--- src/rtl/ysyx_25040111_arbiter.sv ---
// Two-master (IFU read-only, LSU read/write) to one-slave AXI4 arbiter.
// One single-beat transaction in flight at a time; the granted master's channels pass straight through.
module ysyx_25040111_arbiter #(
  parameter bit         RR_EN  = 1'b1,
  parameter logic [3:0] AXI_ID = 4'h0
) (
  input  logic        clk,
  input  logic        rst_n,
  // IFU (M0)
  input  logic        m0_arvalid,
  input  logic [31:0] m0_araddr,
  input  logic [2:0]  m0_arsize,
  output logic        m0_arready,
  output logic        m0_rvalid,
  output logic [31:0] m0_rdata,
  output logic [1:0]  m0_rresp,
  input  logic        m0_rready,
  // LSU (M1)
  input  logic        m1_arvalid,
  input  logic [31:0] m1_araddr,
  input  logic [2:0]  m1_arsize,
  output logic        m1_arready,
  output logic        m1_rvalid,
  output logic [31:0] m1_rdata,
  output logic [1:0]  m1_rresp,
  input  logic        m1_rready,
  input  logic        m1_awvalid,
  input  logic [31:0] m1_awaddr,
  input  logic [2:0]  m1_awsize,
  output logic        m1_awready,
  input  logic        m1_wvalid,
  input  logic [31:0] m1_wdata,
  input  logic [3:0]  m1_wstrb,
  input  logic        m1_wlast,
  output logic        m1_wready,
  output logic        m1_bvalid,
  output logic [1:0]  m1_bresp,
  input  logic        m1_bready,
  // SoC master port
  input  logic        io_master_awready,
  output logic        io_master_awvalid,
  output logic [31:0] io_master_awaddr,
  output logic [3:0]  io_master_awid,
  output logic [7:0]  io_master_awlen,
  output logic [2:0]  io_master_awsize,
  output logic [1:0]  io_master_awburst,
  input  logic        io_master_wready,
  output logic        io_master_wvalid,
  output logic [31:0] io_master_wdata,
  output logic [3:0]  io_master_wstrb,
  output logic        io_master_wlast,
  output logic        io_master_bready,
  input  logic        io_master_bvalid,
  input  logic [1:0]  io_master_bresp,
  input  logic [3:0]  io_master_bid,
  input  logic        io_master_arready,
  output logic        io_master_arvalid,
  output logic [31:0] io_master_araddr,
  output logic [3:0]  io_master_arid,
  output logic [7:0]  io_master_arlen,
  output logic [2:0]  io_master_arsize,
  output logic [1:0]  io_master_arburst,
  output logic        io_master_rready,
  input  logic        io_master_rvalid,
  input  logic [1:0]  io_master_rresp,
  input  logic [31:0] io_master_rdata,
  input  logic        io_master_rlast,
  input  logic [3:0]  io_master_rid
);

  typedef enum logic [1:0] {IDLE, RD_M0, RD_M1, WR_M1} state_t;

  state_t state;
  logic   last_m1;
  logic   ar_done;
  logic   aw_done;
  logic   w_done;

  // IDs are single-valued and transactions never overlap, so rid/bid carry no information.
  logic unused_ids;
  assign unused_ids = ^{io_master_rid, io_master_bid};

  assign io_master_arid    = AXI_ID;
  assign io_master_awid    = AXI_ID;
  assign io_master_arlen   = 8'd0;
  assign io_master_awlen   = 8'd0;
  assign io_master_arburst = 2'b00;
  assign io_master_awburst = 2'b00;

  always_ff @(posedge clk or negedge rst_n) begin
    if (!rst_n) begin
      state   <= IDLE;
      last_m1 <= 1'b1;
      ar_done <= 1'b0;
      aw_done <= 1'b0;
      w_done  <= 1'b0;
    end else begin
      case (state)
        IDLE: begin
          if (m1_awvalid)
            state <= WR_M1;
          else if (m0_arvalid && m1_arvalid)
            state <= (RR_EN && last_m1) ? RD_M0 : RD_M1;
          else if (m0_arvalid)
            state <= RD_M0;
          else if (m1_arvalid)
            state <= RD_M1;
        end
        RD_M0, RD_M1: begin
          if (io_master_arvalid && io_master_arready)
            ar_done <= 1'b1;
          // A beat without rlast is not the end of a len=0 burst; keep waiting.
          if (io_master_rvalid && io_master_rready && io_master_rlast) begin
            state   <= IDLE;
            ar_done <= 1'b0;
            last_m1 <= (state == RD_M1);
          end
        end
        WR_M1: begin
          if (io_master_awvalid && io_master_awready)
            aw_done <= 1'b1;
          if (io_master_wvalid && io_master_wready)
            w_done <= 1'b1;
          if (io_master_bvalid && io_master_bready) begin
            state   <= IDLE;
            aw_done <= 1'b0;
            w_done  <= 1'b0;
            last_m1 <= 1'b1;
          end
        end
        default: state <= IDLE;
      endcase
    end
  end

  always_comb begin
    io_master_arvalid = 1'b0;
    io_master_araddr  = '0;
    io_master_arsize  = '0;
    io_master_rready  = 1'b0;
    io_master_awvalid = 1'b0;
    io_master_awaddr  = '0;
    io_master_awsize  = '0;
    io_master_wvalid  = 1'b0;
    io_master_wdata   = '0;
    io_master_wstrb   = '0;
    io_master_wlast   = 1'b0;
    io_master_bready  = 1'b0;
    m0_arready        = 1'b0;
    m0_rvalid         = 1'b0;
    m0_rdata          = '0;
    m0_rresp          = '0;
    m1_arready        = 1'b0;
    m1_rvalid         = 1'b0;
    m1_rdata          = '0;
    m1_rresp          = '0;
    m1_awready        = 1'b0;
    m1_wready         = 1'b0;
    m1_bvalid         = 1'b0;
    m1_bresp          = '0;
    case (state)
      RD_M0: begin
        io_master_arvalid = m0_arvalid & ~ar_done;
        io_master_araddr  = m0_araddr;
        io_master_arsize  = m0_arsize;
        m0_arready        = io_master_arready & ~ar_done;
        m0_rvalid         = io_master_rvalid;
        m0_rdata          = io_master_rdata;
        m0_rresp          = io_master_rresp;
        io_master_rready  = m0_rready;
      end
      RD_M1: begin
        io_master_arvalid = m1_arvalid & ~ar_done;
        io_master_araddr  = m1_araddr;
        io_master_arsize  = m1_arsize;
        m1_arready        = io_master_arready & ~ar_done;
        m1_rvalid         = io_master_rvalid;
        m1_rdata          = io_master_rdata;
        m1_rresp          = io_master_rresp;
        io_master_rready  = m1_rready;
      end
      WR_M1: begin
        // AW and W complete independently; either may finish first.
        io_master_awvalid = m1_awvalid & ~aw_done;
        io_master_awaddr  = m1_awaddr;
        io_master_awsize  = m1_awsize;
        m1_awready        = io_master_awready & ~aw_done;
        io_master_wvalid  = m1_wvalid & ~w_done;
        io_master_wdata   = m1_wdata;
        io_master_wstrb   = m1_wstrb;
        io_master_wlast   = m1_wlast;
        m1_wready         = io_master_wready & ~w_done;
        m1_bvalid         = io_master_bvalid;
        m1_bresp          = io_master_bresp;
        io_master_bready  = m1_bready;
      end
      default: ;
    endcase
  end

endmodule
--- config.mk ---
export PLATFORM = sky130hd
export DESIGN_NAME = ysyx_25040111_arbiter
export DESIGN_NICKNAME = d
export VERILOG_FILES = /design/src/rtl/ysyx_25040111_arbiter.sv
export SDC_FILE = /design/constraint.sdc
export NUM_CORES = 1
export LEC_CHECK = 0
export CAP_MARGIN = 20
export CORE_AREA = 2 2 162 164
export CTS_CLUSTER_DIAMETER = 40
export DETAILED_ROUTE_END_ITERATION = 10
export DIE_AREA = 0 0 164 166
export SLEW_MARGIN = 20
export SYNTH_ARGS = -nofsm -noshare
export SYNTH_HDL_FRONTEND = slang
export SYNTH_SLANG_ARGS = --single-unit
--- constraint.sdc ---
create_clock -name clk -period 2.5 [get_ports clk]
set_clock_uncertainty 0.2 [all_clocks]
set_input_delay 0.375 -clock clk [delete_from_list [all_inputs] [get_ports clk]]
set_output_delay 0.375 -clock clk [all_outputs]
set_load 0.005 [all_outputs]
After elaboration in Yosys (flattened, before gate mapping):

Cells that the tools add are included.

* register bits after elaboration: 6
* bits in latches: 0
* memory bits (writable): 0
* memory bits (read-only): 0
* logic and storage cells: 80
* memories: 0

* $add $sub $neg: 0
* multiply operators: 0
* div/mod/pow operators: 0
* magnitude comparators: 0
* equal/unequal tests: 6
* shift operators: 0
* multiplexer cells: 41
* bitwise logic cells: 10
* reductions and logical operators: 18

Operators by type and width (count)
* $mux W32: 4
* $pmux W32 S2: 1
* $mux W2: 10
* $mux W1: 19
* $reduce_bool A2 Y1: 4
* $and A1 B1 Y1: 7
* $logic_and A1 B1 Y1: 7
* $pmux W1 S2: 3
* $pmux W2 S3: 1
* $pmux W3 S2: 1
* $reduce_and A2 Y1: 3
* $reduce_and A3 Y1: 2
* $ne A5 B5 Y1 const B: 1
* $eq A2 B2 Y1 const B: 2
* $mux W4: 1
* $ne A2 B2 Y1 const B: 2
* $mux W3: 1
* $not A1 Y1: 3
* $eq A2 B1 Y1 const B: 1
* $logic_not A2 Y1: 1
* $reduce_or A2 Y1: 1

Depth between registers and ports, before layout:

Gate-level depths: netlist of run 1.

* depth after elaboration: 6
* gate-level depth with buffers: 7

Worst setup path before layout of run 1:

OpenSTA, ideal clock, no wires.

* kind: reg-to-output
* from: register state[0]
* to: output io_master_araddr[10]
* arrival time: 1.367 ns
* required time: 1.925 ns
* setup slack: 0.558 ns
* cell stages (with the launch flop): 6
* buffers on the path: 2
* cells stage by stage: dfrtp_1 > inv_1 > ha_1 > clkbuf_1 > clkbuf_1 > nor2b_1

* cells in the longest elaborated chain, start to end: 2
* elaborated cells between the ends (all ways): 3

Ends and longest elaborated chain
* start: declaration: line 73 `state_t state;`
* start signal: assignment: line 103 `state <= (RR_EN && last_m1) ? RD_M0 : RD_M1;`
* $eq A2 B2 Y1 / $eq A2 B1 Y1 (equally long branches): line 161 `case (state)`
* $pmux W32 S2 *: line 161
* end: declaration: line 58 `output logic [31:0] io_master_araddr,`

Mark *: on every way between the ends. The rest lies on a longest branch, timed or not.

Final worst setup path of run 1:

* from: register state[1]
* to: output m1_rdata[7]

* cells in the longest elaborated chain, start to end: 2

Ends and longest elaborated chain
* $eq A2 B2 Y1: line 161
* $mux W32: line 161
* end: declaration: line 24 `output logic [31:0] m1_rdata,`

Every way passes these cells.

==> results of run 1 <==
## timing repair
item / 4_1_cts / 5_1_grt
cloned: 3 / 4
resized for setup: 50 / 62
setup endpoints to repair: 100 / 62
buffers inserted: 6 / 13
pin swaps: 0 / 2
hold buffers: 0 / 0
## power breakdown
part	internal [mW]	total [mW]	switching (mW)	leakage, nW
Sequential	0.154	0.204	0.0504	0.0712
Clock	0.213	0.283	0.0693	0.0382
Combinational	2.89	4.68	1.79	3.43
## metrics by stage
stage / std cells / TNS [ns] / utilization / power (mW)
floorplan: 348 / 0 / - / 1.71
global placement: 1028 / 0 / 0.252 / 4.17
detailed placement: 1028 / 0 / 0.252 / 4.17
CTS: 1041 / -0.829 / 0.261 / 4.73
global route: 1059 / -0.276 / 0.278 / 5.56
finish: 1060 / 0 / 0.278 / 5.17
## cell type report
cell class	count	share of cell area
Inverter	2	0.00106
Antenna cell	2	0.000703
Clock buffer	4	0.0111
Timing Repair Buffer	428	0.639
Tap cell	335	0.0589
Multi-Input combinational cell	283	0.268
Sequential cell	6	0.0213
## cells in the final DEF, fill, tap and decap left out, types with 2 or more instances in the layout
| master | synthesis | final |
|---|---|---|
| clkdlybuf4s50_1 | 0 | 298 |
| a31oi_1 | 2 | 2 |
| a22oi_2 | 1 | 12 |
| mux2i_1 | 3 | 3 |
| nand2_1 | 4 | 4 |
| and3b_1 | 6 | 6 |
| buf_16 | 0 | 3 |
| dfrtp_1 | 5 | 5 |
| a21oi_1 | 5 | 5 |
| nor2_1 | 3 | 3 |
| diode_2 | 0 | 2 |
| ha_4 | 0 | 3 |
| buf_4 | 29 | 28 |
| bufbuf_16 | 0 | 2 |
| dlygate4sd2_1 | 0 | 34 |
| buf_6 | 0 | 4 |
| buf_12 | 0 | 11 |
| conb_1 | 1 | 28 |
| clkbuf_16 | 0 | 7 |
| inv_2 | 0 | 2 |
| a22oi_1 | 35 | 24 |
| and2_1 | 146 | 142 |
| dlymetal6s2s_1 | 0 | 43 |
| nor2b_1 | 36 | 35 |
| and2_4 | 0 | 4 |
## per-layer routing
| metal | GRT usage | up-vias | routed length, um |
|---|---|---|---|
| met5 | 0 | - | 0 |
| met4 | 0.0202 | 0 | 160 |
| met3 | 0.0452 | 9 | 2250 |
| met2 | 0.214 | 255 | 8760 |
| met1 | 0.121 | 1663 | 6320 |
| li1 | - | 1797 | - |
## worst max-delay path, stage by stage, from the launching register on
cell             delay [ns]
dfrtp_1                0.40
buf_4                  0.15
ha_4                   0.17
buf_12                 0.15
buf_16                 0.15
and2_1                 0.16
clkdlybuf4s50_1        0.46
## sequential cells by signal, indices dropped and copies added, names as in the netlist
| register | count |
|---|---|
| ar_done | 1 |
| aw_done | 1 |
| last_m1 | 1 |
| state | 2 |
| w_done | 1 |
## cell families after synthesis
family | count (synthesis) | share of synthesized area
AOI/OAI and AO/OA | 48 | 0.160
and+or+nand+nor | 199 | 0.572
DFF | 6 | 0.0693
buffers and inverters | 59 | 0.154
other | 1 | 0.00172
adders and majority gates | 5 | 0.0286
muxes | 3 | 0.0137
## final timing paths
path,from,slack [ns],end,cells past startpoint
max in group asynchronous,rst_n,1.57,last_m1,1
min reg2reg,last_m1,0.31,last_m1,2
min in group clk,last_m1,0.31,last_m1,2
max,state[1],0.03,m1_rdata[7],6
min,rst_n,0.22,w_done,1
max reg2reg,state[0],0.39,state[0],7
==> out/qor.csv, run 1 <==
stage,metric,value,unit
pwr,P_leak,3.54,nW
cells_and_area,sequential cell area,151,sq um
synthesis,number of synthesized flops with an enable pin,0,
floorplanning,die area,27200,sq um
sta,hold slack,0.219,ns
sta,RSZ-0062 raised after global routing,yes,
routing,total wire length,17500,um
setup_path,crit end category,primary output,
routing,"antenna viol nets, final",0,
synthesis,Post-synth top cells,"and2_1, nor2b_1, a22oi_1, buf_4, clkbuf_1",
clocking,TritonCTS Buffers,3,
synthesis,Mapped Area,2180,sq um
setup_path,CP Launch Type,flop,
synthesis,post-synth top area cell,and2_1,
synthesis,ys async rst share,1.00,
floorplanning,Die X,164,um
clocking,clock root cell,clkbuf_16,
place,Placer Congestion,0.748,
cells_and_area,Layout fillers,2746,
cells_and_area,Synth-to-Final Area Change,226,%
floorplanning,Initial Utilization,0.0853,
sta,Final min period,2.47,ns
setup_path,critical-path maximum fanout,15,
synthesis,"count leader, synth",and2_1,
flow_run,MaxCap Viol Count,0,
clocking,Clock Latency Late Sink,0.24,ns
place,detailed placer's ending HPWL,13700,um
sta,fin crit share,0.989,
clocking,Max H-tree Level,1,
sta,"Slew Viols, Final",0,
synthesis,Syn Inst Count,321,
synthesis,Yosys warnings,0,
setup_path,crit path kind,reg -> out,
global_routing,initial antenna violation count,2,
synthesis,"top cells by area, synth","and2_1, a22oi_1, nor2b_1",
sta,Final setup viols,0,
clocking,CTS max path bufs,2,
sta,worst-margin pin slew,0.520,ns
routing,DR WL/cell,16.5,um
cells_and_area,Final #Nets,930,
setup_path,Critical Path RT,1.92,ns
global_routing,first-pass GRT wire length,23000,um
floorplanning,Top Ports,418,
place,Placed Area,6450,sq um
synthesis,Yosys cell types,27,
sta,PnR worst setup slack,0.0273,ns
routing,DRC violations left,0,
floorplanning,Core ar.,25600,sq um
clocking,Worst-path clk slew,0.04,ns
global_routing,largest net degree at the start of global routing,53,
clocking,clk sinks,6,
global_routing,vias in the first global route,3635,
routing,Vias,3724,
place,pre-CTS setup slack,0.0643,ns
cells_and_area,finished layout cell area,7110,sq um
sta,Final Hold Viols,0,
routing,Vias/cell,3.51,
synthesis,Seq cells post-synth,6,
synthesis,area share of the largest cell type after synthesis,0.418,
global_routing,GRT overflow,0,
pwr,PwrDens,726,nW/um^2
min_path,Hold Crit Class,in -> async,
sta,Max Clk Rate,404,MHz
place,IO buf count,381,
cells_and_area,footprint of the multi-input gates,1910,sq um
floorplanning,FP Rows,59,
global_routing,Overall Global Routing Usage,0.114,
synthesis,"Primary FF master, synth",dfrtp_1,
setup_path,CP Data Arrival Time,1.90,ns
synthesis,Avg Inst Size Synth,6.81,sq um
routing,Initial DRT Pass Iterations,4,
floorplanning,chip height,166,um
routing,drt first-iter violations,95,
clocking,CTS tree,yes,
outcome,status,"complete, no violations",
cells_and_area,layout cell share with drive strength beyond 1,0.115,
pwr,worst vdd ir,336,uV
synthesis,sequential area share after synthesis,0.0693,
sta,Slew headroom,0.650,
No activity file was read; power rests on OpenSTA's default activity.
==> run 2: changes to the inputs <==
Settings changed: GPL_TIMING_DRIVEN from default to 0.
==> run 2 against run 1 <==
Effect of this change: register-to-register slack got worse by 0.04 ns; clock power shrank 1%; critical path type unchanged; worst setup slack improved by 0.0092 ns; routed wire length is 3.1% higher; final cell count grew 2.1%; largest cell class unchanged; sequential cell count stayed put; fmax rose by 0.37%; sequential power is 2% higher; first-iteration DRC count down 21%; global-route usage grew 0.75 points; die area unchanged.
==> out/qor.csv, run 2 (synthesis gave the netlist of run 1 again) <==
stage,metric,value,unit,change
routing,DRC violations left,0,,unchanged
setup_path,crit end category,primary output,,
cells_and_area,sequential cell area,151,sq um,unchanged
global_routing,first-pass GRT wire length,24500,um,+6.3%
place,Placer Congestion,0.714,,-4.5%
floorplanning,chip height,166,um,unchanged
setup_path,crit path buf inv count,4,,unchanged
setup_path,critical-path maximum fanout,10,,-5
setup_path,largest delay contributor family on the critical path,buffers and inverters,,
global_routing,initial antenna violation count,3,,+1
pwr,worst vdd ir,317,uV,-5.9%
clocking,clock root cell,clkbuf_16,,
cells_and_area,max FFs per register,2,,unchanged
global_routing,vias in the first global route,3786,,+4.2%
clocking,Worst-path clk slew,0.04,ns,about the same
floorplanning,die area,27200,sq um,unchanged
pwr,P_leak,3.62,nW,+2.2%
routing,Vias/cell,3.50,,-0.45%
min_path,Hold Crit Class,in -> async,,
pwr,Reg power frac,0.042,,+0.002
floorplanning,Die X,164,um,unchanged
global_routing,GRT overflow,0,,unchanged
pwr,clock power share,0.056,,about the same
sta,RSZ-0062 raised after global routing,yes,,
cells_and_area,Final #Nets,953,,+2.5%
place,detailed placer's ending HPWL,15400,um,+12%
outcome,status,"complete, no violations",,
routing,Initial DRT Pass Iterations,4,,unchanged
cells_and_area,layout cell share with drive strength beyond 1,0.153,,+0.0380
sta,Final Hold Viols,0,,unchanged
clocking,Max H-tree Level,1,,unchanged
floorplanning,Initial Utilization,0.0853,,unchanged
pwr,Pint,3.08,mW,-5.5%
cells_and_area,Synth-to-Final Area Change,231,%,
setup_path,largest incremental delay on the critical path,0.50,ns,+0.04 ns
setup_path,CP Data Arrival Time,1.89,ns,about the same
sta,Final min period,2.46,ns,-0.00919 ns
flow_run,MaxCap Viol Count,0,,unchanged
setup_path,crit path kind,reg -> out,,
clocking,clk sinks,6,,unchanged
pwr,Comb pwr share,0.902,,-0.004
setup_path,CP Launch Type,flop,,
routing,"antenna viol nets, final",0,,unchanged
global_routing,largest net degree at the start of global routing,11,,-79%
cells_and_area,Layout fillers,2773,,+0.98%
cells_and_area,Post-Layout Cell Count,1082,,+2.1%
sta,Final setup viols,0,,unchanged
sta,Max Clk Rate,406,MHz,+0.37%
place,Placed Instances,1064,,+3.5%
clocking,TritonCTS Buffers,3,,unchanged
floorplanning,FP Rows,59,,unchanged
routing,drt first-iter violations,75,,-21%
routing,total wire length,18000,um,+3.1%
setup_path,Critical Path RT,1.92,ns,about the same
cells_and_area,footprint of the multi-input gates,1970,sq um,+3.5%
cells_and_area,Final Util,0.282,,+0.00474
cells_and_area,most flop-heavy register,state,,
floorplanning,Top Ports,418,,unchanged
floorplanning,Core ar.,25600,sq um,unchanged
pwr,switching share of total power,0.381,,+0.0121
routing,DR WL/cell,16.7,um,+1.0%
sta,setup total negative slack,0,ns,unchanged
setup_path,worst path cell trace,"inv_2, ha_4, buf_12, clkbuf_16, and2_1, clkdlybuf4s50_1",,
pwr,Switch Pwr,1.90,mW,-0.43%
clocking,CTS tree,yes,,
place,IO buf count,381,,unchanged
pwr,PwrDens,688,nW/um^2,-5.2%
clocking,Clock Latency Late Sink,0.23,ns,about the same
sta,"Slew Viols, Final",0,,unchanged
sta,fin crit share,0.985,,-0.00367
setup_path,"slowest stage cell, crit path",clkdlybuf4s50_1,,
routing,Vias,3784,,+1.6%
cells_and_area,"most common cell after layout, fill and taps aside",clkdlybuf4s50_1,,
clocking,CTS max path bufs,2,,unchanged
global_routing,Overall Global Routing Usage,0.122,,+0.00753
cells_and_area,most frequent cells in the layout,"clkdlybuf4s50_1, and2_1, dlygate4sd2_1, dlymetal6s2s_1, buf_4",,
## run 2: changes by cell type in the layout (fill, tap and decap cells not counted), moves of 3 or more
cell	delta
buf_16	-3
a22oi_2	+14
dlygate4sd2_1	+7
a22oi_1	-14
clkbuf_4	+4
buf_4	+12
clkbuf_8	+5
and2_4	-3
buf_12	-9
buf_8	+11
## run 2: routing by layer
layer | vias to the layer above | global-route usage | share of wire
met2 | 264 | 0.230 | 0.51
met3 | 10 | 0.0327 | 0.10
li1 | 1838 | - | -
met1 | 1672 | 0.137 | 0.37
met5 | - | 0 | 0
met4 | 0 | 0.0187 | 0.014
## run 2: area by class of cell
type                       count  area share
antenna                        1    0.000346
buffer                        56      0.0809
clock buffer                   4      0.0109
inverter                       2     0.00104
multi-input combinational    283       0.273
sequential                     6      0.0209
tap                          335      0.0579
timing repair buffer         395       0.555
## run 2: worst reg2reg max path, delay by kind of cell (launching register included)
family / cells / cell delay, ns
adders and majority gates: 1 / 0.17
and+or+nand+nor: 1 / 0.12
muxes: 1 / 0.24
AOI/OAI and AO/OA: 2 / 0.32
buffers and inverters: 3 / 0.60
DFF: 1 / 0.41
## run 2: what timing repair did
action                                  4_1_cts  5_1_grt
buffers inserted                              7        4
pin swaps                                     2        2
resized for setup                           140       81
endpoints found under the setup margin      189      152
hold buffers                                  0        0
cloned                                        2        1
## run 2: through the flow
step | power [mW] | instance area (sq um) | setup slack, ns | hold WS (ns)
2_1_floorplan | 1.71 | 2290 | 0.558 | -0.121
3_3_place_gp | 4.03 | 6520 | -0.441 | 0.310
3_5_place_dp | 4.04 | 6520 | -0.483 | 0.315
4_1_cts | 4.91 | 6980 | -0.112 | 0.230
5_1_grt | 5.39 | 7240 | -0.0482 | 0.238
6_report | 4.98 | 7240 | 0.0365 | 0.209
## run 2: worst paths after layout
path,startpoint,to,slack (ns),cells after the start
min in group clk,last_m1,last_m1,0.32,2
max in group asynchronous,rst_n,last_m1,1.60,1
hold reg to reg,last_m1,last_m1,0.32,2
hold / removal,rst_n,w_done,0.21,1
setup / recovery,state[1],m0_rresp[0],0.04,6
setup reg to reg,state[0],state[0],0.35,8
## run 2: power by group through the flow
stage               Sequential (mW)  Clock [mW]  Combinational [mW]
global route                  0.216       0.289                4.88
floorplan                     0.181           0                1.53
detailed placement            0.207           0                3.83
CTS                           0.207       0.285                4.42
finish                        0.209       0.279                4.49
global placement              0.204           0                3.82
